$ cat src/rtl/roll_step_driver.sv
// Step-strobe source for an up/down rolling counter: walks a shadow count to a
// requested target along the shorter modular path, one strobe per step.
module roll_step_driver #(
   parameter int width_p     = 8,
   parameter int reset_val_p = 0,
   parameter int gap_p       = 0
) (
   input  logic               clk_i,
   input  logic               reset_i,
   input  logic [width_p-1:0] max_val_i,
   input  logic [width_p-1:0] target_i,
   input  logic               valid_i,
   output logic               ready_o,
   output logic               up_o,
   output logic               down_o,
   output logic [width_p-1:0] count_o,
   output logic               busy_o,
   output logic               done_o
);

   typedef enum logic [1:0] {IDLE, STEP, GAP, DONE} state_e;

   localparam int gap_w_lp = (gap_p > 1) ? $clog2(gap_p) : 1;
   localparam logic [gap_w_lp-1:0] gap_load_lp = (gap_p > 0) ? gap_w_lp'(gap_p - 1) : '0;
   localparam logic [gap_w_lp-1:0] gap_one_lp  = 1;
   localparam logic [width_p-1:0]  one_lp      = 1;
   localparam logic [width_p:0]    one_w_lp    = 1;

   state_e               state_q, state_n;
   logic [width_p-1:0]   count_q, count_n;
   logic [width_p-1:0]   tgt_q, tgt_n;
   logic                 dir_up_q, dir_up_n;
   logic [gap_w_lp-1:0]  gap_cnt_q, gap_cnt_n;

   logic [width_p-1:0]   tgt_clamped;
   logic [width_p-1:0]   count_step;
   logic [width_p:0]     modulus, fwd, bwd;

   // Distances are taken one bit wider so tgt + M - count cannot overflow.
   always_comb begin
      tgt_clamped = (target_i > max_val_i) ? max_val_i : target_i;
      modulus     = {1'b0, max_val_i} + one_w_lp;
      fwd = (tgt_clamped >= count_q) ? ({1'b0, tgt_clamped} - {1'b0, count_q})
                                     : ({1'b0, tgt_clamped} + modulus - {1'b0, count_q});
      bwd = (count_q >= tgt_clamped) ? ({1'b0, count_q} - {1'b0, tgt_clamped})
                                     : ({1'b0, count_q} + modulus - {1'b0, tgt_clamped});
      if (dir_up_q) count_step = (count_q == max_val_i) ? '0 : count_q + one_lp;
      else          count_step = (count_q == '0) ? max_val_i : count_q - one_lp;
   end

   always_comb begin
      // NOTE: every signal driven here gets a default first so no latch is inferred.
      state_n   = state_q;
      count_n   = count_q;
      tgt_n     = tgt_q;
      dir_up_n  = dir_up_q;
      gap_cnt_n = gap_cnt_q;
      ready_o   = 1'b0;
      up_o      = 1'b0;
      down_o    = 1'b0;
      busy_o    = 1'b1;
      done_o    = 1'b0;
      unique case (state_q)
         IDLE: begin
            ready_o = 1'b1;
            busy_o  = 1'b0;
            if (valid_i) begin
               tgt_n    = tgt_clamped;
               dir_up_n = (fwd <= bwd);
               state_n  = (tgt_clamped == count_q) ? DONE : STEP;
            end
         end
         STEP: begin
            up_o    = dir_up_q;
            down_o  = ~dir_up_q;
            count_n = count_step;
            if (count_step == tgt_q) begin
               state_n = DONE;
            end else if (gap_p > 0) begin
               state_n   = GAP;
               gap_cnt_n = gap_load_lp;
            end
         end
         GAP: begin
            if (gap_cnt_q == '0) state_n = STEP;
            else                 gap_cnt_n = gap_cnt_q - gap_one_lp;
         end
         DONE: begin
            done_o  = 1'b1;
            state_n = IDLE;
         end
         default: state_n = IDLE;
      endcase
   end

   // NOTE: state registers use non-blocking assignments so all flops update together.
   always_ff @(posedge clk_i) begin
      if (reset_i) begin
         state_q <= IDLE;
         count_q <= width_p'(reset_val_p);
      end else begin
         state_q <= state_n;
         count_q <= count_n;
      end
   end

   // NOTE: command registers need no reset; they are always loaded on accept before use.
   always_ff @(posedge clk_i) begin
      tgt_q     <= tgt_n;
      dir_up_q  <= dir_up_n;
      gap_cnt_q <= gap_cnt_n;
   end

   assign count_o = count_q;

endmodule

$ cat config.mk
export PLATFORM = sky130hd
export DESIGN_NAME = roll_step_driver
export DESIGN_NICKNAME = d
export VERILOG_FILES = /design/src/rtl/roll_step_driver.sv
export SDC_FILE = /design/constraint.sdc
export NUM_CORES = 1
export LEC_CHECK = 0
export CORE_ASPECT_RATIO = 0.8
export CORE_UTILIZATION = 40
export DETAILED_ROUTE_END_ITERATION = 16
export HOLD_SLACK_MARGIN = 0.06
export PLACE_DENSITY = 0.67
export SYNTH_ARGS = -nofsm -noshare
export SYNTH_HDL_FRONTEND = slang
export SYNTH_SLANG_ARGS = --single-unit
$ cat constraint.sdc
create_clock -name clk_i -period 16.21 [get_ports clk_i]
set_input_delay 3.242 -clock clk_i [delete_from_list [all_inputs] [get_ports clk_i]]
set_output_delay 3.242 -clock clk_i [all_outputs]
set_load 0.02 [all_outputs]
==> results.py <==
metrics = {
    "outcome": {
        "status": "completed",
    },
    "worst_setup_path": {
        "cp.arrival_ns": 9.48,
        "setup.worst_path.class": "input port to register",
        "cp.required_ns": 16.35,
        "cp-start-kind": "input port",
        "critPathCaptureType": "register",
        "crit_fanout": 10,
    },
    "cells_and_area": {
        "nNetsFinal": 583,
        "diodes": 0,
        "multi_input_area_um2": 3177,
        "register_area_um2": 500.5,
        "fill_cells": 950,
        "syn_to_final_growth_pct": 12.81,
        "final_area_um2": 4473,
        "drive_above_1_share_pct": 6.301,
    },
    "pwr": {
        "p_per_area_nw_per_um2": 139.9,
        "p_leak_nw": 1.913,
        "vdd_drop_max_mv": 0.04254,
    },
    "yosys": {
        "synthSimpleGateAreaFrac_pct": 15.27,
        "syn_nets": 563,
        "yosysWarnings": 0,
        "yosysTopAreaCell": "ha_1",
        "synth-seq-cells": 20,
        "synthCells": 473,
        "synth_compound_area_share_pct": 20.20,
        "synth_area_leaders": "ha_1, xnor2_1, fa_1, edfxtp_1, dfxtp_1",
        "synth_top_area_share_pct": 17.36,
        "synth.distinct_cells": 70,
        "synth-async-reset-ratio_pct": 0,
        "synth-seq-area-share_pct": 12.62,
        "synth_top_family_by_area": "adder cells",
        "syn-cell-area_um2": 3965,
        "ys.flop_type": "edfxtp_1",
        "avgSynthCellArea_um2": 8.383,
        "muxShareOfSynthArea_pct": 6.090,
        "synth-xor-area-share_pct": 12.53,
        "synth_fa_ha_area_share_pct": 25.94,
        "synth_edf_count": 10,
    },
    "clock_tree": {
        "cts.htree.levels": 1,
        "path_clk_slew_ns": 0.07,
        "cts.sinks": 20,
        "tritoncts": "built",
        "clock_path_buffers": 2,
        "cts_setup_buffers": 0,
        "cts_buffers": 3,
        "cts-root-buf": "clkbuf_16",
        "clk_latency_ns": 0.26,
        "cts_hold_buffers": 0,
        "ctsResizeCount": 0,
    },
    "global_routing": {
        "grt_usage_pct": 20.80,
        "grt_pass1_vias": 3265,
        "antenna_found_initial": 0,
        "grt_max_degree": 20,
        "grt_pass1_wl_mm": 16.91,
        "grt-ovfl-total": 0,
    },
    "run": {
        "maxCapViolations": 0,
    },
    "place": {
        "dp_hpwl_mm": 8.677,
        "place_area_um2": 4368,
        "io_buffers": 31,
        "place_congestion": 0.9153,
        "dp_slack_ns": 6.688,
    },
    "route": {
        "totalWireLength_mm": 10.45,
        "drt_first_pass_iters": 5,
        "wire_per_inst_um": 16.64,
        "via_per_inst": 5.371,
        "antenna_left": 0,
        "vias": 3373,
        "drt_first_iter_violations": 285,
        "drc": 0,
    },
    "timing": {
        "hold_viol": 0,
        "tns_ns": 0,
        "skew_ns": 0.008865,
        "slew_headroom_pct": 51.33,
        "post-route-period-util_pct": 57.62,
        "period_minus_slack_ns": 9.340,
        "fin_ws_ns": 6.870,
        "tightestPinTransition_ns": 0.7252,
        "fmax_mhz": 107.1,
        "rsz0062_at_grt": "false",
        "setup_viol": 0,
        "slew_violations": 0,
    },
    "floorplan": {
        "io_pins": 32,
        "rows": 32,
        "core_area_um2": 9649,
        "die-area_um2": 10320,
        "start_util_pct": 41.09,
        "die_width_um": 113.3,
        "die_y_um": 91.05,
    },
    "worst_hold_path": {
        "hold_path_class": "register to register",
    },
}
[flip-flops by register name, indices dropped and copies added (netlist names)]
register	count
state_q	2
count_o	8
dir_up_q	1
gap_cnt_q	1
tgt_q	8
[kinds of logic (layout without fill, tap and decap cells)]
logic type	count (synthesis)	in the layout
other	1	1
DFF	20	20
adders and majority gates	73	73
and+or+nand+nor	114	114
xor gates and xnor gates	55	55
muxes	23	23
buffers and inverters	68	87
AOI/OAI and AO/OA	119	119
[through the flow]
step / hold WS (ns) / std cells / utilization, % / power [mW]
global route: 0.5809 / 628 / 46.36 / 0.6863
detailed placement: 0.5520 / 624 / 45.27 / 0.5486
finish: 0.5632 / 628 / 46.36 / 0.6258
global placement: 0.5440 / 624 / 45.27 / 0.5426
floorplan: 0.5197 / 473 / - / 0.4406
CTS: 0.5620 / 628 / 46.36 / 0.6238
[cells in the final DEF, fill, tap and decap left out, types with 3 or more instances in the layout]
cell type / synthesis / final
ha_1: 55 / 55
inv_1: 46 / 46
xnor2_1: 43 / 43
clkdlybuf4s50_1: 0 / 31
a21oi_1: 30 / 30
nor2_1: 24 / 24
nand2_1: 23 / 23
o21ai_0: 20 / 20
fa_1: 16 / 16
mux2i_1: 14 / 14
nand3_1: 12 / 12
nor3_1: 11 / 11
xor2_1: 10 / 10
dfxtp_1: 10 / 10
edfxtp_1: 10 / 10
nor2b_1: 9 / 9
a21o_1: 9 / 9
nand2b_1: 8 / 8
o21ai_1: 8 / 8
mux2_2: 8 / 8
a211oi_1: 8 / 8
o21a_1: 6 / 6
and2_1: 6 / 6
o21bai_1: 5 / 5
o31ai_1: 4 / 4
nand4_1: 4 / 4
buf_4: 0 / 4
and3_1: 3 / 3
a31oi_1: 3 / 3
clkbuf_16: 0 / 3
[path summary, 6_finish.rpt]
| kind | to | from | cells after the start | slack [ns] |
|---|---|---|---|---|
| min | state_q[0]$_SDFFE_PP0P_ | gap_cnt_q$_SDFFCE_PN0N_ | 3 | 0.56 |
| max reg2reg | dir_up_q$_DFFE_PP_ | count_o[1]$_SDFFE_PP0P_ | 17 | 11.82 |
| min reg2reg | state_q[0]$_SDFFE_PP0P_ | gap_cnt_q$_SDFFCE_PN0N_ | 3 | 0.56 |
| max | dir_up_q$_DFFE_PP_ | max_val_i[1] | 28 | 6.87 |
[synthesized netlist by cell type, types with 2 or more instances]
cell type and number:
xor2_1 10, a211oi_1 8, clkbuf_2 2, a31oi_1 3, dfxtp_1 10, o31a_1 2, or3_1 2, fa_1 16
o31ai_1 4, nand2b_1 8, a21oi_1 30, a211o_1 2, clkbuf_1 8, a21boi_0 2, o21ai_1 8, xnor2_1 43
mux2_2 8, nor2b_1 9, buf_2 6, and2_1 6, nand2_1 23, xnor2_2 2, and3_1 3, ha_1 55
nor3b_1 2, nor2_1 24, edfxtp_1 10, o21ai_0 20, buf_6 3, nor4_1 2, a41oi_1 2, o21a_1 6
inv_1 46, nand4_1 4, a22oi_1 2, nor3_1 11, maj3_1 2, o21bai_1 5, mux2i_1 14, nand3_1 12
a21o_1 9
[worst max-delay path, cell delays in order]
cell and delay (ns):
clkdlybuf4s50_1 0.62, inv_1 0.10, ha_1 0.31, nor2b_1 0.13, o21a_1 0.16, o21ai_0 0.14, nand2b_1 0.08, a21oi_1 0.14
o21ai_1 0.07, o21ai_1 0.40, buf_4 0.33, mux2_2 0.41, fa_1 0.59, xor2_1 0.21, ha_1 0.19, o21bai_1 0.19
a21oi_1 0.22, o21bai_1 0.12, a21o_1 0.21, a21oi_1 0.22, o21ai_0 0.14, xnor2_1 0.23, a21oi_1 0.11, ha_1 0.29
nand2_1 0.07, nor3_1 0.24, o21bai_1 0.15, o31a_1 0.14
[report_power, final]
group / leakage [nW] / switching, mW / internal, mW
Clock: 0.0511 / 0.0218 / 0.0491
Combinational: 1.69 / 0.258 / 0.211
Sequential: 0.176 / 0.0226 / 0.0629
[metal layers]
layer | routed length, um | global-route usage [%] | share of wire, % | up-vias
met5 | 0 | 0 | 0 | -
met4 | 82 | 3.618 | 0.78 | 0
met3 | 552 | 2.270 | 5.3 | 4
met2 | 4495 | 31.70 | 43 | 91
met1 | 5317 | 31.53 | 51 | 1590
li1 | - | - | - | 1688
[layout make-up]
class | count | area share [%]
Sequential cell | 20 | 11.19
Inverter | 48 | 4.028
Tap cell | 136 | 3.804
Clock inverter | 1 | 0.6713
Clock buffer | 3 | 1.678
Timing Repair Buffer | 35 | 7.608
Multi-Input combinational cell | 385 | 71.02
Power figures use the tool's default switching activity.
